File: config.mk
export PLATFORM = sky130hd
export DESIGN_NAME = multi_precision_adder_ctrl
export DESIGN_NICKNAME = d
export VERILOG_FILES = /design/src/rtl/multi_precision_adder_ctrl.sv
export SDC_FILE = /design/constraint.sdc
export NUM_CORES = 1
export LEC_CHECK = 0
export CAP_MARGIN = 15
export CORE_MARGIN = 8
export CORE_UTILIZATION = 50
export DETAILED_ROUTE_END_ITERATION = 12
export GPL_ROUTABILITY_DRIVEN = 0
export PLACE_DENSITY = 0.86
export SLEW_MARGIN = 15
export SYNTH_ARGS = -nofsm -noshare
export SYNTH_HDL_FRONTEND = slang
export SYNTH_SLANG_ARGS = --single-unit
export TNS_END_PERCENT = 20
File: constraint.sdc
create_clock -name clk_i -period 26.4 [get_ports clk_i]
set_input_delay 2.64 -clock clk_i [delete_from_list [all_inputs] [get_ports clk_i]]
set_output_delay 2.64 -clock clk_i [all_outputs]
set_load 0.01 [all_outputs]
File: src/rtl/multi_precision_adder_ctrl.sv
// Wide add/subtract built from one narrow ripple-carry adder, one chunk per cycle.
// The carry between chunks is held in a register.

module ripple_carry_adder #(
   parameter int DATA_WIDTH = 32
) (
   input  logic [DATA_WIDTH-1:0] a_i,
   input  logic [DATA_WIDTH-1:0] b_i,
   input  logic                  carry_i,
   output logic [DATA_WIDTH-1:0] sum_o,
   output logic                  carry_o
);

   logic [DATA_WIDTH:0] c;

   assign c[0] = carry_i;

   for (genvar i = 0; i < DATA_WIDTH; i++) begin : g_fa
      assign sum_o[i] = a_i[i] ^ b_i[i] ^ c[i];
      assign c[i+1]   = (a_i[i] & b_i[i]) | (c[i] & (a_i[i] ^ b_i[i]));
   end

   assign carry_o = c[DATA_WIDTH];

endmodule

// state   | meaning
// IDLE    | ready_o=1, waiting for valid_i
// COMPUTE | adding chunk idx, carry registered between chunks
// DONE    | valid_o=1, holding result until ready_i
module multi_precision_adder_ctrl #(
   parameter int DATA_WIDTH  = 32,
   parameter int CHUNKS      = 4,
   localparam int TOTAL_WIDTH = DATA_WIDTH * CHUNKS
) (
   input  logic                   clk_i,
   input  logic                   rst_n_i,
   input  logic [TOTAL_WIDTH-1:0] operand_A_i,
   input  logic [TOTAL_WIDTH-1:0] operand_B_i,
   input  logic                   carry_i,
   input  logic                   subtract_i,
   input  logic                   valid_i,
   output logic                   ready_o,
   output logic [TOTAL_WIDTH-1:0] result_o,
   output logic                   carry_o,
   output logic                   valid_o,
   input  logic                   ready_i
);

   localparam int IDX_W = (CHUNKS > 1) ? $clog2(CHUNKS) : 1;
   localparam logic [IDX_W-1:0] LAST_IDX = IDX_W'(CHUNKS - 1);

   typedef enum logic [1:0] {
      S_IDLE,
      S_COMPUTE,
      S_DONE
   } state_t;

   state_t state_q, state_d;

   logic [IDX_W-1:0]                  idx_q, idx_d;
   logic                              carry_q, carry_d;
   logic                              cout_q, cout_d;
   logic [CHUNKS-1:0][DATA_WIDTH-1:0] a_q, a_d;
   logic [CHUNKS-1:0][DATA_WIDTH-1:0] b_q, b_d;
   logic [CHUNKS-1:0][DATA_WIDTH-1:0] result_q, result_d;

   logic [DATA_WIDTH-1:0] a_chunk;
   logic [DATA_WIDTH-1:0] b_chunk;
   logic [DATA_WIDTH-1:0] sum_chunk;
   logic                  add_cout;

   // Chunk select by compare keeps the CHUNKS=1 build free of index-width issues.
   always_comb begin
      a_chunk = '0;
      b_chunk = '0;
      for (int i = 0; i < CHUNKS; i++) begin
         if (idx_q == IDX_W'(i)) begin
            a_chunk = a_q[i];
            b_chunk = b_q[i];
         end
      end
   end

   ripple_carry_adder #(
      .DATA_WIDTH (DATA_WIDTH)
   ) u_adder (
      .a_i     (a_chunk),
      .b_i     (b_chunk),
      .carry_i (carry_q),
      .sum_o   (sum_chunk),
      .carry_o (add_cout)
   );

   always_comb begin
      state_d  = state_q;
      idx_d    = idx_q;
      carry_d  = carry_q;
      cout_d   = cout_q;
      a_d      = a_q;
      b_d      = b_q;
      result_d = result_q;

      case (state_q)
         S_IDLE: begin
            if (valid_i) begin
               a_d     = operand_A_i;
               // Subtract is A + ~B + 1 - borrow_in, so fold both into the carry.
               b_d     = subtract_i ? ~operand_B_i : operand_B_i;
               carry_d = carry_i ^ subtract_i;
               idx_d   = '0;
               state_d = S_COMPUTE;
            end
         end

         S_COMPUTE: begin
            for (int i = 0; i < CHUNKS; i++) begin
               if (idx_q == IDX_W'(i)) begin
                  result_d[i] = sum_chunk;
               end
            end
            carry_d = add_cout;
            if (idx_q == LAST_IDX) begin
               cout_d  = add_cout;
               idx_d   = '0;
               state_d = S_DONE;
            end else begin
               idx_d = idx_q + IDX_W'(1);
            end
         end

         S_DONE: begin
            if (ready_i) begin
               state_d = S_IDLE;
            end
         end

         default: begin
            state_d = S_IDLE;
         end
      endcase
   end

   always_ff @(posedge clk_i or negedge rst_n_i) begin
      if (!rst_n_i) begin
         state_q  <= S_IDLE;
         idx_q    <= '0;
         carry_q  <= 1'b0;
         cout_q   <= 1'b0;
         a_q      <= '0;
         b_q      <= '0;
         result_q <= '0;
      end else begin
         state_q  <= state_d;
         idx_q    <= idx_d;
         carry_q  <= carry_d;
         cout_q   <= cout_d;
         a_q      <= a_d;
         b_q      <= b_d;
         result_q <= result_d;
      end
   end

   assign ready_o  = (state_q == S_IDLE);
   assign valid_o  = (state_q == S_DONE);
   assign result_o = result_q;
   assign carry_o  = cout_q;

endmodule

* Word-level counts from Yosys, hierarchy flattened
Cells that the tools add are included.
** Word-level totals
- Output and inout port bits :: 131
- Bits in latches :: 0
- Register bits after elaboration :: 390
- Memories kept :: 0
- Bits of input ports :: 262
- Memory bits (writable) :: 0
- Memory bits (read-only) :: 0
** Operators by class
- Muxes and demuxes :: 18
- Div/mod/pow operators :: 0
- Reductions and logical operators :: 10
- Magnitude comparators :: 0
- Multiply operators :: 0
- Add/sub/neg operators :: 1
- Equality and inequality tests :: 8
- Shift-type cells :: 0
- Bitwise logic cells :: 162
** Operators by type and width (count)
- 2-to-1 mux 32 bit :: 8
- 2-to-1 mux 128 bit :: 1
- inverter 128 bit :: 1
- bitwise XOR 1 bit :: 65
- bitwise AND 1 bit :: 64
- bitwise OR 1 bit :: 32
- AND reduction 2 bit :: 6
- 2-to-1 mux 2 bit :: 5
- == test 2 bit (second input constant) :: 3
- one-hot mux 2 bit (3 select lines) :: 1
- == test 2 x 1 -> 1 bit (second input constant) :: 2
- logical NOT 2 bit :: 2
- != test 2 bit (second input constant) :: 2
- one-hot mux 2 bit (2 select lines) :: 1
- AND reduction 3 bit :: 1
- adder 2 x 1 -> 2 bit (second input constant) :: 1
- != test 2 x 1 -> 1 bit (second input constant) :: 1
- one-hot mux 1 bit (2 select lines) :: 1
- nonzero test 2 bit :: 1
- 2-to-1 mux 1 bit :: 1

* Longest topological paths before layout
Gate-level depths: netlist of the first run.
- Word-level depth :: 71
- Depth in mapped cells :: 45
- Mapped depth without buffers :: 42

* By module
Synthesis of the first run repeated with hierarchy kept, for this count alone.
** Unflattened totals
- Cells, all modules :: 1742
- Area, all modules :: 18181.2 sq um
** Modules (own cells, without submodules)
- multi_precision_adder_ctrl :: instances 1, area each 17503.0 sq um, cells each 1700
- ripple_carry_adder :: instances 1, area each 678.2 sq um, cells each 42

* Worst setup path after synthesis of the first run
OpenSTA, ideal clock, no wires.
- Kind :: register to register
- Start point :: register idx_q[1]
- End point :: register result_q, in the netlist result_o[127]
- Setup time :: 0.125 ns
- Stages on the path, launching flop included :: 45
- Required time :: 26.275 ns
- Slack :: 10.232 ns
- Clock period less this slack :: 16.168 ns
- Path buffers :: 3
- Arrival time :: 16.044 ns
- Path through :: dfrtp_1 inv_1 ha_1 buf_2 buf_2 clkbuf_1 a21oi_1 o21ai_0 a22oi_1 fa_1 fa_1 fa_1 fa_1 fa_1 fa_1 fa_1 fa_1 fa_1 [... 9 more ...] inv_1 fa_1 fa_1 fa_1 fa_1 fa_1 fa_1 fa_1 fa_1 fa_1 fa_1 fa_1 fa_1 fa_1 fa_1 inv_1 fa_1 mux2_2
** Between the ends
- Word-level cells in the longest chain between the ends :: 69
- Elaborated cells on any way between the ends :: 139
** RTL lines
- start, declared :: line 61 : logic [IDX_W-1:0] idx_q, idx_d;
- start signal, assigned :: line 155 : idx_q <= idx_d;
- logical NOT 2 bit :: line 78 : if (idx_q == IDX_W'(i)) begin
- 2-to-1 mux 32 bit (4 in a row) :: line 78
- bitwise XOR 1 bit :: line 20 : assign c[i+1] = (a_i[i] & b_i[i]) | (c[i] & (a_i[i] ^ b_i[i]));
- bitwise AND 1 bit :: line 20
- bitwise OR 1 bit :: line 20
- bitwise AND 1 bit :: line 20
- bitwise OR 1 bit :: line 20
- bitwise AND 1 bit :: line 20
- [... 51 more ...]
- bitwise AND 1 bit :: line 20
- bitwise OR 1 bit :: line 20
- bitwise AND 1 bit :: line 20
- bitwise OR 1 bit :: line 20
- bitwise AND 1 bit :: line 20
- bitwise OR 1 bit :: line 20
- bitwise XOR 1 bit (*) :: line 19 : assign sum_o[i] = a_i[i] ^ b_i[i] ^ c[i];
- named net sum_chunk[31] :: line 70 : logic [DATA_WIDTH-1:0] sum_chunk;
- end signal, assigned :: line 160 : result_q <= result_d;
- end, declared :: line 66 : logic [CHUNKS-1:0][DATA_WIDTH-1:0] result_q, result_d;
The timed path passes the listed nets; every way through them passes the cells marked *.
A chain may end at the register's enable or synchronous reset.

* Worst setup path in the final report of the first run
- Start point :: register idx_q[1]
- End point :: register result_q, in the netlist result_o[63]
The elaborated chain is that of the path after synthesis.

==> metrics.md, run 1 <==
| Metric | Value |
|---|---|
| Die area | 0.0424 mm2 |
| Status | finished clean |
| Antenna viol nets, final | 0 |
| Bufs on Longest Clock Path | 3 |
| First-pass GRT wire length | 88600 um |
| Layout net count | approximately 2600 |
| Number of post-CTS setup repair buffers | 0 |
| Flop2flop setup slack | a little over 9000 ps |
| Slew @ Worst Pin | 1180 ps |
| Synthesis-to-finish area growth | 29.2% |
| Crit path to | result_o[63] |
| CTS buffer count | between 40 and 50 |
| Post-DP HPWL | roughly 43000 um |
| Syn Nets | between 2000 and 2500 |
| Largest net degree at the start of global routing | 290 |
| WP data required | roughly 27000 ps |
| Simple-gate share of the synthesized area | between 10 and 15% |
| Met2 routed WL | 25600 um |
| Max incr delay on CP | roughly 900 ps |
| Die Span X | slightly above 200 um |
| Vias in the first global route | about 15000 |
| Top Metal Used | met5 |
| CP max-delay cell | ha_4 |
| Post-synth top area share | a little over half |
| Clock Latency Late Sink | about 540 ps |
| Synth cell types | 26 |
| Slew HR | roughly 22% |
| Multiplexer share of the synthesized area | less than 1% |
| GRT Util Overall | between 20% and 30% |
| Syn_area_per_cell | between 9 and 10 um2 |
| Reg2reg start | idx_q[1] |
| Die Height | a little over 200 um |
| Remaining global-route overflow | 0 |
| #FFs+latches synth | 390 |
| Leak | slightly above 10 nW |
| CTS tree | done |
| Crit Path Class | reg -> reg |
| Seq/Total Area, Yosys | 54.1% |
| CTS H-Tree Depth | 2 |
| Worst setup path start | idx_q[1] |
| Hold path startpoint | a_q[7] |
| Area leader, netlist | dfrtp_1 |
| Area post-placement | between 0.02 and 0.025 mm2 |
| Critical Path Source Type | register |
| Metal3 WL | 6330 um |
| Resized cells post-CTS | 0 |
| Post-Route WL | roughly 59000 um |
| WL per Instance | 21.3 um |
| Synth Area in Compound Gates | approximately 16% |
| Share of cells above drive strength 1 | under 10% |
| Power Density | 141 mW/mm2 |
| Syn. warnings | 0 |
| Final hold violation count | 0 |
| Max Cap Violations | 0 |
| RSZ-0062 raised after global routing | no |
| Total number of vias | 15300 |
| Antenna violations before repair | 18 |
| Detailed Routing Iterations Pass 1 | 6 |
| Clock Skew | roughly 19 ps |
| Setup tns final | 0 ps |
| Synth Cell Area | about 0.018 mm2 |
| Worst Hold Class | reg -> reg |
| Worst VDD drop | 0.100 mV |
| CP arrival | approximately 18000 ps |
| Final slew viol count | 0 |
| CP Capture Type | register |
| Synth area leaders | dfrtp_1 54%, nand2_1 13%, o21ai_0 8.2% |
| Root Buffer | clkbuf_16 |
| Wl on met1 | 24500 um |
| Number of fill cells in the layout | 2743 |
| Max Fclk | 57.8 MHz |
| IO Pins | between 300 and 400 |
| Residual DRC | 0 |
| Crit-path most repeated cell | fa_1 |
| Crit path max fanout | 129 |
| Initial DRC count | ~1700 |
| Core area | 0.0356 mm2 |
| Worst R2R End | result_o[63] |
| Worst-path clk slew | approximately 60 ps |
| Fin area | ~0.023 mm2 |
| Vias per std cell | ~5.5 |
| Fraction of the mapped netlist area in adder cells | around 3.8% |
| Worst Reg2Reg Path Length in Cells | between 40 and 50 |
| Multi-input gate area | 0.00731 mm2 |
| Clock sink count | 390 |
| Period utilization | 65.6% |
| Initial core utilization | about half |
| Hold Buf Count CTS | 0 |
| Synth Area in XOR/XNOR | approximately 6.3% |
| Register area | 0.00976 mm2 |
| Port bufs | approximately 400 |
| Largest family of logic cells by synthesized area | compound AO/OA/AOI/OAI gates |
| Row count | 69 |
| Setup-failing EPs final | 0 |
| Synth Instances | between 1500 and 2000 |
| Min Clock Period, post-route | 17310 ps |
[cells by family (layout without fill, tap and decap cells)]
logic type      count (synthesis)  in the layout
xor+xnor                      129            129
other cells                     0              7
fa+ha+maj                      36             36
mux                             8              8
compound gates                542            542
flops                         390            390
simple gates                  645            645
buf+inv                       220            550
[layer usage]
| metal | vias up | track usage (%) |
|---|---|---|
| met2 | 736 | 39.7 |
| met4 | 24 | 10.6 |
| met1 | 7342 | 36.9 |
| met5 | - | 0 |
| li1 | 7005 | - |
| met3 | 163 | 8.98 |
[through the flow]
stage | total power, mW | hold slack [ps] | std cells | setup slack, ps | utilization [%]
2_1_floorplan | 1.95 | 444 | 1970 | 10230 | -
3_3_place_gp | 2.60 | 458 | 2691 | 9400 | 61.8
3_5_place_dp | 2.68 | 462 | 2691 | 9140 | 61.8
4_1_cts | 3.27 | 478 | 2761 | 9090 | 65.5
5_1_grt | 3.49 | 492 | 2765 | 8520 | 65.6
6_report | 3.28 | 477 | 2768 | 9090 | 65.6
[power breakdown]
group	internal [mW]	switching (mW)	total (mW)	leakage (nW)
combinational	0.619	1.04	1.66	4.81
sequential	0.888	0.162	1.05	4.86
clock	0.336	0.239	0.575	0.665
[critical path, delay by kind of cell (launching register included)]
kind / cells / cell delay [ps]
flops: 1 / 460
fa+ha+maj: 33 / 15520
buf+inv: 4 / 390
mux: 1 / 300
compound gates: 3 / 470
[worst min-delay path by stage]
stage	slack (ps)	end	cells after the start
floorplan	440	a_q[24]	2
global placement	460	a_q[52]	2
detailed placement	460	a_q[3]	2
CTS	480	a_q[126]	2
global route	490	b_q[62]	2
finish	480	a_q[7]	2
[layout by cell type, fill, tap and decap left out, types with 2 or more instances in the layout]
cell	instances
fa_1	32
a22o_1	4
xnor2_1	97
diode_2	7
buf_6	2
o21ai_1	54
nand2_1	633
buf_4	13
clkdlybuf4s50_1	390
clkbuf_16	43
clkbuf_8	11
nand3b_1	4
clkinv_2	8
ha_4	3
clkbuf_1	5
nand3_1	3
xor2_1	32
a22oi_1	60
dfrtp_1	390
o21ai_0	294
nand2b_1	2
a21oi_1	128
inv_1	73
mux2_2	8
[flip-flops by register name (all words and copies together), names as in the netlist]
register  flops
a_q         128
state_q       2
result_o    128
carry_o       1
b_q         128
idx_q         2
carry_q       1
[synth_stat cells, drive strengths merged]
cell type,n
nand3b,4
ha,4
nor3b,1
nor2,1
clkbuf,87
a22o,4
inv,73
o221ai,1
o31ai,1
nand2b,2
nand3,3
o21ai,348
xnor2,97
xor2,32
dfrtp,390
nand2,633
or3b,1
mux2,8
fa,32
a22oi,60
buf,60
a21oi,128
[layout make-up]
cell class	count	share of cell area, %
multi-input combinational	1360	31.3
clock inverter	11	0.370
timing repair buffer	407	17.4
clock buffer	59	5.34
sequential	390	41.8
tap	461	2.47
antenna	7	0.0751
inverter	73	1.17
Power figures use the tool's default switching activity.
==> inputs of run 2 (changes only) <==
- clock period: 26.4 -> 17.2 ns (I/O delays scaled with it)
==> run 2 against run 1 <==
Power grew 53%. Critical endpoint is now result_o[95]. Largest power group unchanged. Non-clock buffer count rose by 4. Critical path depth unchanged. Hold slack improved by 0.54 ps. Sequential share of layout area is essentially flat. Via count grew 0.29%. Sequential cell count stayed put.
==> metrics.md, run 2 (same netlist as run 1, synthesis figures left out) <==
| Metric | Value |
|---|---|
| Share of cells above drive strength 1 | about 4.3% |
| Slew @ Worst Pin | roughly 1300 ps |
| Max Fclk | 60.4 MHz |
| Critical Path Source Type | register |
| Clock Skew | 23.7 ps |
| Residual DRC | 0 |
| Min Clock Period, post-route | between 15000 and 20000 ps |
| Die Span X | between 200 and 250 um |
| Combinational share of power | 50.8% |
| Row count | just under 70 |
| Core area | ~0.036 mm2 |
| Die area | 0.0424 mm2 |
| Crit Path Class | reg -> reg |
| Vias in the first global route | between 15000 and 20000 |
| Total number of vias | roughly 15000 |
| Antenna violations before repair | 11 |
| Bufs on Longest Clock Path | 3 |
| Internal power | 2.82 mW |
| Number of post-CTS setup repair buffers | 0 |
| Reg2reg start | idx_q[0] |
| Clock share of power | between 10% and 20% |
| Post-DP HPWL | around 43000 um |
| Most common cell after layout, fill and taps aside | nand2_1 |
| CP max-delay cell | fa_1 |
| Cells after DPL | 2695 |
| Commonest non-fill, non-tap cells in the layout | 633 x nand2_1, 390 x dfrtp_1, 390 x clkdlybuf4s50_1 |
| Largest net degree at the start of global routing | 294 |
| Port bufs | between 300 and 400 |
| Worst Hold Class | reg -> reg |
| Top Usage Layer GRT | met2 |
| RSZ-0062 raised after global routing | no |
| Leak | about 10 nW |
| First-pass GRT wire length | ~88000 um |
| Crit path max fanout | 5 |
| Layout net count | around 2600 |
| Initial core utilization | between 50% and 60% |
| Initial DRC count | 1876 |
| Power Density | 215 mW/mm2 |
| Final cell count without fillers | 2771 |
| CP arrival | 16980 ps |
| Period utilization | 96.3% |
| Worst VDD drop | about 0.13 mV |
| P_sw | around 2.2 mW |
| Slew HR | roughly 14% |
| Sw Share | between 40% and 50% |
| Max incr delay on CP | 500 ps |
| Clock sink count | between 300 and 400 |
| Clock Latency Late Sink | between 500 and 600 ps |
| GRT Util Overall | about 27% |
| Remaining global-route overflow | 0 |
| Synthesis-to-finish area growth | 29.3% |
| WL per Instance | around 21 um |
| Root Buffer | clkbuf_16 |
| Worst setup path start | idx_q[0] |
| CTS buffer count | 41 |
| Number of fill cells in the layout | 2816 |
| Resized cells post-CTS | 0 |
| Antenna viol nets, final | 0 |
| WHS | 477 ps |
| Die Height | just over 200 um |
| CP Capture Type | register |
| Status | finished clean |
| Final slew viol count | 0 |
| Crit-path most repeated cell | fa_1 |
| CTS H-Tree Depth | 2 |
| Hold Buf Count CTS | 0 |
| IO Pins | 393 |
| Detailed Routing Iterations Pass 1 | 6 |
| Setup-failing EPs final | 0 |
| Final hold violation count | 0 |
| Setup tns final | 0 ps |
| Vias per std cell | between 5 and 6 |
| Hold path startpoint | a_q[39] |
| Part of the power in registers | between 30% and 40% |
| Worst-path clk slew | roughly 60 ps |
| Routing usage on met2 | 39.3% |
| Post-Route WL | approximately 59000 um |
| Routing usage on met3 | under 10% |
| Fin area | between 0.02 and 0.025 mm2 |
| WP data required | approximately 18000 ps |
| CTS tree | done |
| Met1 global-route usage | a little under two fifths |
| Area post-placement | roughly 0.022 mm2 |
| Max Cap Violations | 0 |
[run 2: power by group through the flow]
stage / Clock (mW) / Sequential (mW) / Combinational [mW]
detailed placement: 0 / 1.62 / 2.50
global placement: 0 / 1.60 / 2.40
global route: 0.903 / 1.66 / 2.78
CTS: 0.865 / 1.61 / 2.52
finish: 0.856 / 1.61 / 2.55
floorplan: 0 / 1.60 / 1.39
[run 2: layout make-up]
class / instances / area, um2 / area share, %
antenna: 5 / 12.5 / 0.0536
multi-input combinational: 1360 / 7310 / 31.3
inverter: 73 / 274 / 1.17
timing repair buffer: 411 / 4100 / 17.6
sequential: 390 / 9760 / 41.8
clock buffer: 60 / 1240 / 5.31
tap: 461 / 577 / 2.47
clock inverter: 11 / 63.8 / 0.273
[run 2: final timing paths]
path / end / slack [ps] / cells after the start
min in group asynchronous: a_q[59] / 1340 / 1
hold reg to reg: a_q[39] / 480 / 2
setup reg to reg: result_o[95] / 640 / 41
hold / removal: a_q[39] / 480 / 2
max in group asynchronous: result_o[102] / 14340 / 2
setup / recovery: result_o[95] / 640 / 41
[run 2: worst max-delay path, delay by kind of cell, from the launching register on]
family	cells	cell delay [ps]
compound gates	2	360
fa+ha+maj	33	14830
buf+inv	4	430
flops	1	480
mux	1	290
simple gates	1	60
[run 2: layer usage]
metal  up-vias  wire length [um]
li1       7016                 -
met1      7351             24500
met2       790             25800
met3       141              6200
met4        16              2090
met5         -               104
[run 2: stage by stage]
stage,utilization (%),total power [mW],worst slack (ps)
final,65.6,5.02,636
after global routing,65.6,5.34,49.2
after CTS,65.6,5.00,518
after detailed placement,61.9,4.11,597
after global placement,61.9,4.00,789
after floorplan,-,2.99,1030
